**config.mk**
```make
export PLATFORM = sky130hd
export DESIGN_NAME = mrv1_wb_arbiter
export DESIGN_NICKNAME = d
export VERILOG_FILES = /design/src/rtl/mrv1_pkg.sv /design/src/rtl/mrv1_rr_arb.sv /design/src/rtl/mrv1_wb_arbiter.sv
export SDC_FILE = /design/constraint.sdc
export NUM_CORES = 1
export LEC_CHECK = 0
export ABC_AREA = 1
export CAP_MARGIN = 0
export CORE_MARGIN = 1
export CORE_UTILIZATION = 44
export DETAILED_ROUTE_END_ITERATION = 12
export GPL_ROUTABILITY_DRIVEN = 0
export GPL_TIMING_DRIVEN = 0
export PLACE_DENSITY = 0.8
export SLEW_MARGIN = 0
export SYNTH_ARGS = -nofsm -noshare
export SYNTH_HDL_FRONTEND = slang
export SYNTH_SLANG_ARGS = --single-unit
```
**constraint.sdc**
```tcl
create_clock -name clk_i -period 3.6 [get_ports clk_i]
set_input_delay 0.54 -clock clk_i [delete_from_list [all_inputs] [get_ports clk_i]]
set_output_delay 0.54 -clock clk_i [all_outputs]
set_load 0.005 [all_outputs]
```
**src/rtl/mrv1_pkg.sv**
```systemverilog
// Shared mtcore execute-stage definitions: functional-unit indices and the
// writeback bundle carried from each unit's slot to the register file.
package mrv1_pkg;

    // Unit indices; MRV1_NUM_FU stays last so it always equals the unit count.
    typedef enum int {
        MRV1_FU_ALU = 0,
        MRV1_FU_MUL = 1,
        MRV1_NUM_FU = 2
    } mrv1_fu_e;

    localparam int MRV1_DATA_WIDTH = 32;
    localparam int MRV1_ITAG_WIDTH = 3;
    localparam int MRV1_NUM_TW     = 4;
    localparam int MRV1_TWID_WIDTH = $clog2(MRV1_NUM_TW);

    typedef struct packed {
        logic [MRV1_DATA_WIDTH-1:0] data;
        logic [MRV1_ITAG_WIDTH-1:0] itag;
        logic [MRV1_TWID_WIDTH-1:0] twid;
    } mrv1_wb_t;

endpackage

```
**src/rtl/mrv1_rr_arb.sv**
```systemverilog
// Combinational round-robin picker: first requester at or above ptr, with wrap.
// The pointer register lives in the caller.
module mrv1_rr_arb #(
    parameter  int NUM_REQ_P    = 2,
    localparam int idx_width_lp = $clog2(NUM_REQ_P)
) (
    input  logic [NUM_REQ_P-1:0]    req,
    input  logic [idx_width_lp-1:0] ptr,
    output logic [NUM_REQ_P-1:0]    gnt_oh,
    output logic [idx_width_lp-1:0] gnt_idx,
    output logic                    any
);

    // ptr is always below NUM_REQ_P, so one conditional subtract wraps the
    // search index without a general modulo.
    always_comb begin
        int   j;
        logic found;
        // NOTE: every output gets a default before the loop so no path leaves
        // one unassigned, which would otherwise infer a latch.
        gnt_oh  = '0;
        gnt_idx = '0;
        found   = 1'b0;
        j       = 0;
        for (int k = 0; k < NUM_REQ_P; k++) begin
            j = int'(ptr) + k;
            if (j >= NUM_REQ_P) j = j - NUM_REQ_P;
            if (!found && req[j]) begin
                found     = 1'b1;
                gnt_oh[j] = 1'b1;
                gnt_idx   = idx_width_lp'(j);
            end
        end
    end

    assign any = |req;

endmodule

```
**src/rtl/mrv1_wb_arbiter.sv**
```systemverilog
// Writeback arbiter: one holding slot per functional unit, drained round-robin
// onto the single register-file writeback port with per-unit back-pressure.
module mrv1_wb_arbiter
    import mrv1_pkg::*;
#(
    parameter  int NUM_FU_P        = int'(MRV1_NUM_FU),
    parameter  int NUM_TW_P        = MRV1_NUM_TW,
    parameter  int DATA_WIDTH_P    = MRV1_DATA_WIDTH,
    parameter  int ITAG_WIDTH_P    = MRV1_ITAG_WIDTH,
    localparam int twid_width_lp   = $clog2(NUM_TW_P),
    localparam int fu_idx_width_lp = $clog2(NUM_FU_P)
) (
    input  logic                                  clk_i,
    input  logic                                  rst_i,
    input  logic [NUM_FU_P-1:0]                   fu_done_i,
    input  logic [NUM_FU_P-1:0][DATA_WIDTH_P-1:0] fu_res_data_i,
    input  logic [NUM_FU_P-1:0][ITAG_WIDTH_P-1:0] fu_itag_i,
    input  logic [NUM_FU_P-1:0][twid_width_lp-1:0] fu_twid_i,
    output logic [NUM_FU_P-1:0]                   fu_rdy_o,
    output logic                                  wb_vld_o,
    input  logic                                  wb_rdy_i,
    output logic [DATA_WIDTH_P-1:0]               wb_data_o,
    output logic [ITAG_WIDTH_P-1:0]               wb_itag_o,
    output logic [twid_width_lp-1:0]              wb_twid_o,
    output logic [fu_idx_width_lp-1:0]            wb_fu_o
);

    logic [NUM_FU_P-1:0]        slot_vld;
    mrv1_wb_t                   slot [NUM_FU_P];
    logic [fu_idx_width_lp-1:0] ptr;

    logic [NUM_FU_P-1:0]        gnt_oh;
    logic [fu_idx_width_lp-1:0] gnt_idx;
    logic                       any_vld;
    logic                       hs;
    logic [NUM_FU_P-1:0]        drain;
    logic [NUM_FU_P-1:0]        capture;

    mrv1_rr_arb #(
        .NUM_REQ_P(NUM_FU_P)
    ) u_rr_arb (
        .req    (slot_vld),
        .ptr    (ptr),
        .gnt_oh (gnt_oh),
        .gnt_idx(gnt_idx),
        .any    (any_vld)
    );

    assign hs       = any_vld & wb_rdy_i;
    assign drain    = gnt_oh & {NUM_FU_P{hs}};
    // A slot that drains this cycle can take a new result on the same edge.
    assign fu_rdy_o = ~slot_vld | drain;
    assign capture  = fu_done_i & fu_rdy_o;

    // NOTE: sequential state uses non-blocking assignments so every register
    // samples the pre-edge values regardless of statement order.
    always_ff @(posedge clk_i or posedge rst_i) begin
        if (rst_i) begin
            slot_vld <= '0;
            ptr      <= '0;
        end else begin
            slot_vld <= (slot_vld & ~drain) | capture;
            if (hs) begin
                ptr <= (gnt_idx == fu_idx_width_lp'(NUM_FU_P - 1))
                     ? '0 : gnt_idx + fu_idx_width_lp'(1);
            end
        end
    end

    // NOTE: slot payloads carry no reset; slot_vld alone says whether a slot
    // holds anything, and the output mux forces zeros when nothing is valid.
    always_ff @(posedge clk_i) begin
        for (int i = 0; i < NUM_FU_P; i++) begin
            if (capture[i]) begin
                slot[i].data <= MRV1_DATA_WIDTH'(fu_res_data_i[i]);
                slot[i].itag <= MRV1_ITAG_WIDTH'(fu_itag_i[i]);
                slot[i].twid <= MRV1_TWID_WIDTH'(fu_twid_i[i]);
            end
        end
    end

    always_comb begin
        wb_vld_o  = any_vld;
        wb_data_o = '0;
        wb_itag_o = '0;
        wb_twid_o = '0;
        wb_fu_o   = '0;
        if (any_vld) begin
            wb_data_o = slot[gnt_idx].data[DATA_WIDTH_P-1:0];
            wb_itag_o = slot[gnt_idx].itag[ITAG_WIDTH_P-1:0];
            wb_twid_o = slot[gnt_idx].twid[twid_width_lp-1:0];
            wb_fu_o   = gnt_idx;
        end
    end

    // A unit completing into a full, non-draining slot loses its result.
    for (genvar i = 0; i < NUM_FU_P; i++) begin : g_proto
        assert property (@(posedge clk_i) disable iff (rst_i)
                         !(fu_done_i[i] && !fu_rdy_o[i]))
            else $error("mrv1_wb_arbiter: fu_done_i[%0d] asserted while not ready", i);
    end

endmodule

```
Word level (Yosys, flattened, before mapping)
Memories as Yosys holds them, arrays and structs flattened.
Index checks and enable logic that the tools add are counted.
Storage, ports and cells
  bits in registers: 3
  bits in writable memories: 74
  input bits: 79
  output and inout bits: 41
  word-level logic and storage cells: 53
  memories kept: 1
Memories
  slot: depth 2, width 37, rd ports 1, clocked after Yosys merged registers in 0, write ports 2, RTL line mrv1_wb_arbiter.sv:29  | mrv1_wb_t slot [NUM_FU_P];
Cells by class
  $add $sub $neg: 4
  magnitude comparators: 6
  muxes and demuxes: 26
  bitwise operators: 9
  reductions and logical operators: 5
Operator list (number)
  $mux 32: 3
  $ge 32x1->1 const B: 2
  $lt 32x3->1 const B: 2
  $ge 32x3->1 const B: 1
  $sub 32x3->32 const B: 1
  $mux 1: 17
  $and 2x2->2: 3
  $mux 2: 3
  $or 2x2->2: 3
  $not 2->2: 2
  $logic_and 1x1->1: 3
  $mux 3: 1
  $sub 1x2->3 const B: 1
  $add 1x1->2 const B: 1
  $demux 1 s1: 2
  $ge 1x2->1 const B: 1
  $reduce_or 2->1: 1
  $add 1x1->1 const B: 1
  $and 1x1->1: 1
  $logic_not 1->1: 1

Longest topological paths before layout
Gate-level depths: netlist (run 1).
  depth after elaboration: 14
  depth in mapped cells: 7
  gate-level depth less buffers: 6

By module
A second synthesis (run 1) with hierarchy kept.
Unflattened totals
  cell total of the unflattened synthesis: 223
  area, all modules: 3046.7 um^2
Modules (own cells, without submodules)
  mrv1_wb_arbiter: instances 1, cells each 216, area each 3016.6 um^2, seq. area each 2297.2 um^2
  mrv1_rr_arb: instances 1, cells each 7, area each 30.0 um^2, seq. area each 0.0 um^2

Least setup slack after synthesis (run 1)
Ideal clock, no wire load.
  path type: register to register
  start: register slot_vld[1]
  end: memory slot[0][0] (netlist bit), enable pin
  library setup time: 0.444 ns
  arrival: 2.541 ns
  required time: 3.156 ns
  slack: 0.615 ns
  stages on the path, launching flop included: 5
  path buffers: 1
  clock period less this slack: 2.985 ns
  cells stage by stage: dfrtp_1 -> nand2_2 -> buf_6 -> nand2_1 -> a21oi_1
RTL lines
  from (decl): RTL line mrv1_wb_arbiter.sv:28  | logic [NUM_FU_P-1:0] slot_vld;
  from (signal assigned): RTL line mrv1_wb_arbiter.sv:62  | slot_vld <= (slot_vld & ~drain) | capture;
  to (decl): RTL line mrv1_wb_arbiter.sv:29

Worst setup path in the final report (run 1)
  start: register slot_vld[1]
  end: output port wb_data_o[1]
Between the ends
  word-level cells in the longest chain between the ends: 9
  elaborated cells between the ends (all ways): 14
Ends and longest elaborated chain
  $mux 1 (implied by the code) (3 in series): RTL line mrv1_rr_arb.sv:28  | if (!found && req[j]) begin
  $mux 1: RTL line mrv1_rr_arb.sv:28
  $logic_not 1->1: RTL line mrv1_rr_arb.sv:28
  $logic_and 1x1->1: RTL line mrv1_rr_arb.sv:28
  $mux 1: RTL line mrv1_rr_arb.sv:28
  $mem_v2 2x37
  $mux 32 *: RTL line mrv1_wb_arbiter.sv:88  | if (any_vld) begin
  to (decl): RTL line mrv1_wb_arbiter.sv:22  | output logic [DATA_WIDTH_P-1:0] wb_data_o,
Every way passes the cells marked *; elsewhere a longest branch is shown, timed or not. The select of a mux whose other input is x is not followed.

==> results of run 1 <==
==> final timing paths <==
| check | from | to | slack (ps) | cells past startpoint |
|---|---|---|---|---|
| max in group asynchronous | rst_i | ptr | 3080 | 2 |
| min | rst_i | slot_vld[0] | 400 | 2 |
| max reg2reg | slot_vld[1] | slot[1][17] | 1550 | 5 |
| max | slot_vld[1] | wb_data_o[1] | 950 | 7 |
| min in group clk_i | ptr | ptr | 550 | 1 |
| min reg2reg | ptr | ptr | 550 | 1 |
==> logic make-up (layout without fill, tap and decap cells) <==
family	Yosys count	count (layout)	synth area share
simple gates	159	159	0.2300
flops	77	77	0.7108
buf+inv	22	158	0.05381
compound gates	3	3	0.005421
==> placed cells by master (no fill, tap or decap), types with 2 or more instances in the layout <==
cell type / count
clkdlybuf4s50_1: 119
nor2_1: 76
edfxtp_1: 74
nand2_1: 43
nand3b_1: 37
buf_6: 11
clkbuf_8: 9
inv_1: 5
nand2_2: 3
dfrtp_1: 3
inv_2: 2
a21oi_4: 2
buf_4: 2
clkinv_1: 2
clkinv_2: 2
==> report_power, final <==
| part | switching (mW) | internal (mW) | leakage (nW) |
|---|---|---|---|
| registers | 0.0258 | 1.09 | 0.722 |
| logic | 0.394 | 0.505 | 1.07 |
| clock network | 0.297 | 0.309 | 0.0899 |
| total | 0.717 | 1.91 | 1.88 |
==> state kept, by name (all words and copies together) (netlist names) <==
signal / cells
slot: 74
slot_vld: 2
ptr: 1
==> cell type report <==
type                    instances  area [um^2]  area share
plain buffers                  15        147.6     0.03081
clock buffers                   9        123.9     0.02585
clock inverters                 6        55.05     0.01149
inverters                       7        26.28    0.005483
multi-input cells             162        783.3      0.1634
flip-flops and latches         77         2297      0.4794
well taps                      96        120.1     0.02507
repair buffers                121         1239      0.2585
==> critical path: cells and delay by family (launching register included) <==
| family | cells | cell delay [ps] |
|---|---|---|
| buffers and inverters | 3 | 890 |
| and+or+nand+nor | 4 | 410 |
| DFF | 1 | 470 |
==> per-layer routing <==
metal	wire (um)	GRT usage	vias up
met5	0	0	-
met4	100	0.06110	0
met3	477	0.06221	11
met2	3607	0.3228	74
met1	2880	0.2393	1072
li1	-	-	1144
==> impl_metrics.tcl, run 1 <==
set metrics [dict create \
    ys_seq_area_frac 0.7108 \
    post-place-ws_ps 1203 \
    crit_path_end_kind "output port" \
    synth_edf_count 74 \
    path_clk_slew_ps 70 \
    die_width_um 87.71 \
    power_density_nw_per_um2 547.4 \
    fin_crit_sh 0.7372 \
    clock.fmax_ghz 0.3768 \
    stdcell_area_um2 4792 \
    core_um2 6944 \
    synth-main-ff-cell "edfxtp_1" \
    insertedDiodeCount 0 \
    hold_buffers 0 \
    grt_pass1_vias 2275 \
    first_iter_violations 63 \
    die-area_um2 7692 \
    crit_chain "nand2_2 > nand2_2 > inv_2 > buf_6 > nor2_1 > nor2_1 > clkdlybuf4s50_1" \
    cts_resized 0 \
    synth_most_common_cell "nor2_1" \
    syn_area_per_cell_um2 12.38 \
    maxCapViolations 0 \
    cpPeakStageDelay_ps 520 \
    setup_slack_ps 946.0 \
    drt-vias-per-instance 4.667 \
    cts_setup_buffers 0 \
    min_period_ps 2654 \
    critPathKind "reg -> out" \
    root_buffer "clkbuf_8" \
    grt_overflow 0 \
    start_util 0.4654 \
    grt_max_degree 28 \
    worstPathArrival_ps 2110 \
    drc_errors 0 \
    ys_types 14 \
    drt-pass1-iter-count 4 \
    netlist_area_um2 3232 \
    numCtsBuffers 9 \
    clock_latency_ps 340 \
    ys_seq_elements 77 \
    die-height_um 87.71 \
    track_usage 0.1934 \
    clock_skew_ps 8.646 \
    grt_pass1_wl_um 10860 \
    rsz0062_at_grt "false" \
    place_area_um2 4613 \
    port_buffers 119 \
    tns_ps 0 \
    wl_per_cell_um 14.33 \
    tightest_slew_ps 741.9 \
    fillers 538 \
    relSlewSlack 0.5043 \
    netlist_top_cells_area "edfxtp_1, nor2_1, nand3b_1, nand2_1, buf_6" \
    ys_warn_count 0 \
    syn_inst 261 \
    maxSlewViolCount 0 \
    clockBufferDepth 2 \
    power.total_mw 2.623 \
    wl_um 7066 \
    slowest_stage "clkdlybuf4s50_1" \
    antenna_found_initial 0 \
    drive_gt1_frac 0.09068 \
    ant_nets 0 \
    ir_drop_v 0.0002574 \
    syn_to_final_growth_pct 48.28 \
    status "finished clean" \
    dpl.hpwl_um 5055 \
    vias 2301 \
    dp_cells 478 \
    num_rows 30 \
    worstPathMaxFanout 10 \
    cts_tree "done" \
    ys_top_cells_by_count "nor2_1, edfxtp_1, nand2_1" \
    syn_nets 340 \
    fin_nets 472 \
    pin_count 120 \
    finalSetupViolations 0 \
    finalHoldViolations 0 \
    async_reset_ff_frac 0.03896 \
    setup.worst_path.start_class "flop" \
    instances_no_fill 493 \
    hold_class "in -> async" \
    synth_top_area_share 0.6876 \
    leakage_nw 1.877 \
    cts_max_level 3 \
    required_ps 3060 \
    hold_ws_ps 403.3 \
    clkSinkCount 77 \
    synth_top_cell_by_area "edfxtp_1" \
    final_core_util 0.6901 \
]
No activity file was read; power rests on OpenSTA's default activity.
==> inputs of run 2 (changes only) <==
clock period = 2.8 ns   (was 3.6 ns; I/O delays follow)
==> run 2 against run 1 <==
Against the previous run:
- clock power up 62%
- final cell count up 0.20%
- combinational power up 30%
- clock skew down 2.6 ps
- sequential share of layout area down 0.57 points
- sequential power up 29%
- final area up 1.2%
- critical path depth unchanged
- global-route usage up 0.94 points
- count of clock-buffer cells in the layout up 1
- utilization up 0.83 points
- non-clock buffer count unchanged
- critical path type unchanged
- critical endpoint is now wb_data_o[16]
- largest cell class unchanged
==> impl_metrics.tcl, run 2 (synthesis results as in run 1) <==
set metrics [dict create \
    status "finished clean" \
    cpPeakStageDelay_ps 520 \
    die-area_um2 7692 \
    post-place-ws_ps 530.2 \
    die_width_um 87.71 \
    largest_reg_flops 74 \
    hold_ws_ps 247.8 \
    layout_common_cells "clkdlybuf4s50_1, nor2_1, edfxtp_1" \
    tns_ps 0 \
    tightest_slew_ps 720.9 \
    power.total_mw 3.587 \
    start_util 0.4654 \
    track_usage 0.2027 \
    leakage_nw 1.903 \
    layout_commonest_cell "clkdlybuf4s50_1" \
    place_area_um2 4621 \
    stdcell_area_um2 4850 \
    core_um2 6944 \
    ir_drop_v 0.0005311 \
    finalSetupViolations 0 \
    instances_no_fill 494 \
    required_ps 2380 \
    path_buf_inv 3 \
    syn_to_final_growth_pct 50.06 \
    dp_cells 478 \
    insertedDiodeCount 0 \
    maxCapViolations 0 \
    hold_buffers 0 \
    grt_pass1_vias 2393 \
    top_register "slot" \
    grt_pass1_wl_um 11500 \
    hold_class "in -> async" \
    clkSinkCount 77 \
    vias 2309 \
    grt_max_degree 22 \
    worstPathMaxFanout 10 \
    fin_nets 472 \
    r2r_start "slot_vld[1]" \
    setup_slack_ps 222.9 \
    biggestRegsByFlops "slot x74, slot_vld x2, ptr x1" \
    power_density_nw_per_um2 739.7 \
    crit_path_end_kind "output port" \
    drc_errors 0 \
    path_clk_slew_ps 80 \
    cts_resized 0 \
    cts_max_level 3 \
    worstPathArrival_ps 2160 \
    first_iter_violations 67 \
    r2r-end "slot[1][28]" \
    final_core_util 0.6984 \
    numCtsBuffers 9 \
    rsz0062_at_grt "false" \
    critPathKind "reg -> out" \
    clock_skew_ps 6.070 \
    relSlewSlack 0.5184 \
    ant_nets 0 \
    antenna_found_initial 0 \
    drt-vias-per-instance 4.674 \
    cts_setup_buffers 0 \
    die-height_um 87.71 \
    dpl.hpwl_um 5174 \
    wl_um 7348 \
    pin_count 120 \
    clock_latency_ps 340 \
    grt_overflow 0 \
    root_buffer "clkbuf_8" \
    drt-pass1-iter-count 6 \
    fillers 528 \
    rr_worst_depth 5 \
    finalHoldViolations 0 \
    drive_gt1_frac 0.08794 \
    crit_chain "nand2_2 > nand2_2 > inv_2 > buf_6 > nor2_1 > nor2_1 > clkdlybuf4s50_1" \
    cts_tree "done" \
    clockBufferDepth 2 \
    port_buffers 119 \
    critPathTopFamily "buffers and inverters" \
    maxSlewViolCount 0 \
    slowest_stage "clkdlybuf4s50_1" \
    min_period_ps 2577 \
    r2r_setup_slack_ps 770 \
    clock.fmax_ghz 0.3880 \
    num_rows 30 \
    fin_crit_sh 0.9204 \
    wl_per_cell_um 14.87 \
    setup.worst_path.start_class "flop" \
]
[run 2: changes by cell type in the layout (fill, tap and decap cells not counted), sizes merged]
cell / delta
clkinvlp: -1
clkbuf: +1
bufinv: +2
clkinv: -1
[run 2: routing by layer]
metal | vias up | wire, um | global-route usage
met5 | - | 0 | 0
met4 | 0 | 97 | 0.04620
li1 | 1149 | - | -
met3 | 12 | 438 | 0.06126
met1 | 1070 | 2923 | 0.2400
met2 | 78 | 3888 | 0.3622
[run 2: where the power goes]
group	switching [mW]	internal, mW	leakage [nW]
Sequential	0.0350	1.40	0.722
Clock	0.397	0.584	0.113
Combinational	0.515	0.652	1.07
[run 2: layout make-up]
cell class,count,area [um^2],share of cell area
Clock inverter,6,101.3,0.02090
Buffer,15,147.6,0.03044
Timing Repair Buffer,121,1246,0.2570
Multi-Input combinational cell,162,783.3,0.1615
Clock buffer,10,127.6,0.02632
Sequential cell,77,2297,0.4737
Inverter,7,26.28,0.005418
Tap cell,96,120.1,0.02477
[run 2: how the worst max path moves through the flow]
stage,slack [ps],to,start,cells past startpoint
CTS,200,wb_data_o[16],slot_vld[1],7
detailed placement,530,slot[1][0],wb_rdy_i,4
floorplan,540,slot[0][0],slot_vld[1],4
global route,130,wb_data_o[15],slot_vld[0],8
finish,220,wb_data_o[16],slot_vld[1],7
global placement,-330,slot[1][18],wb_rdy_i,3
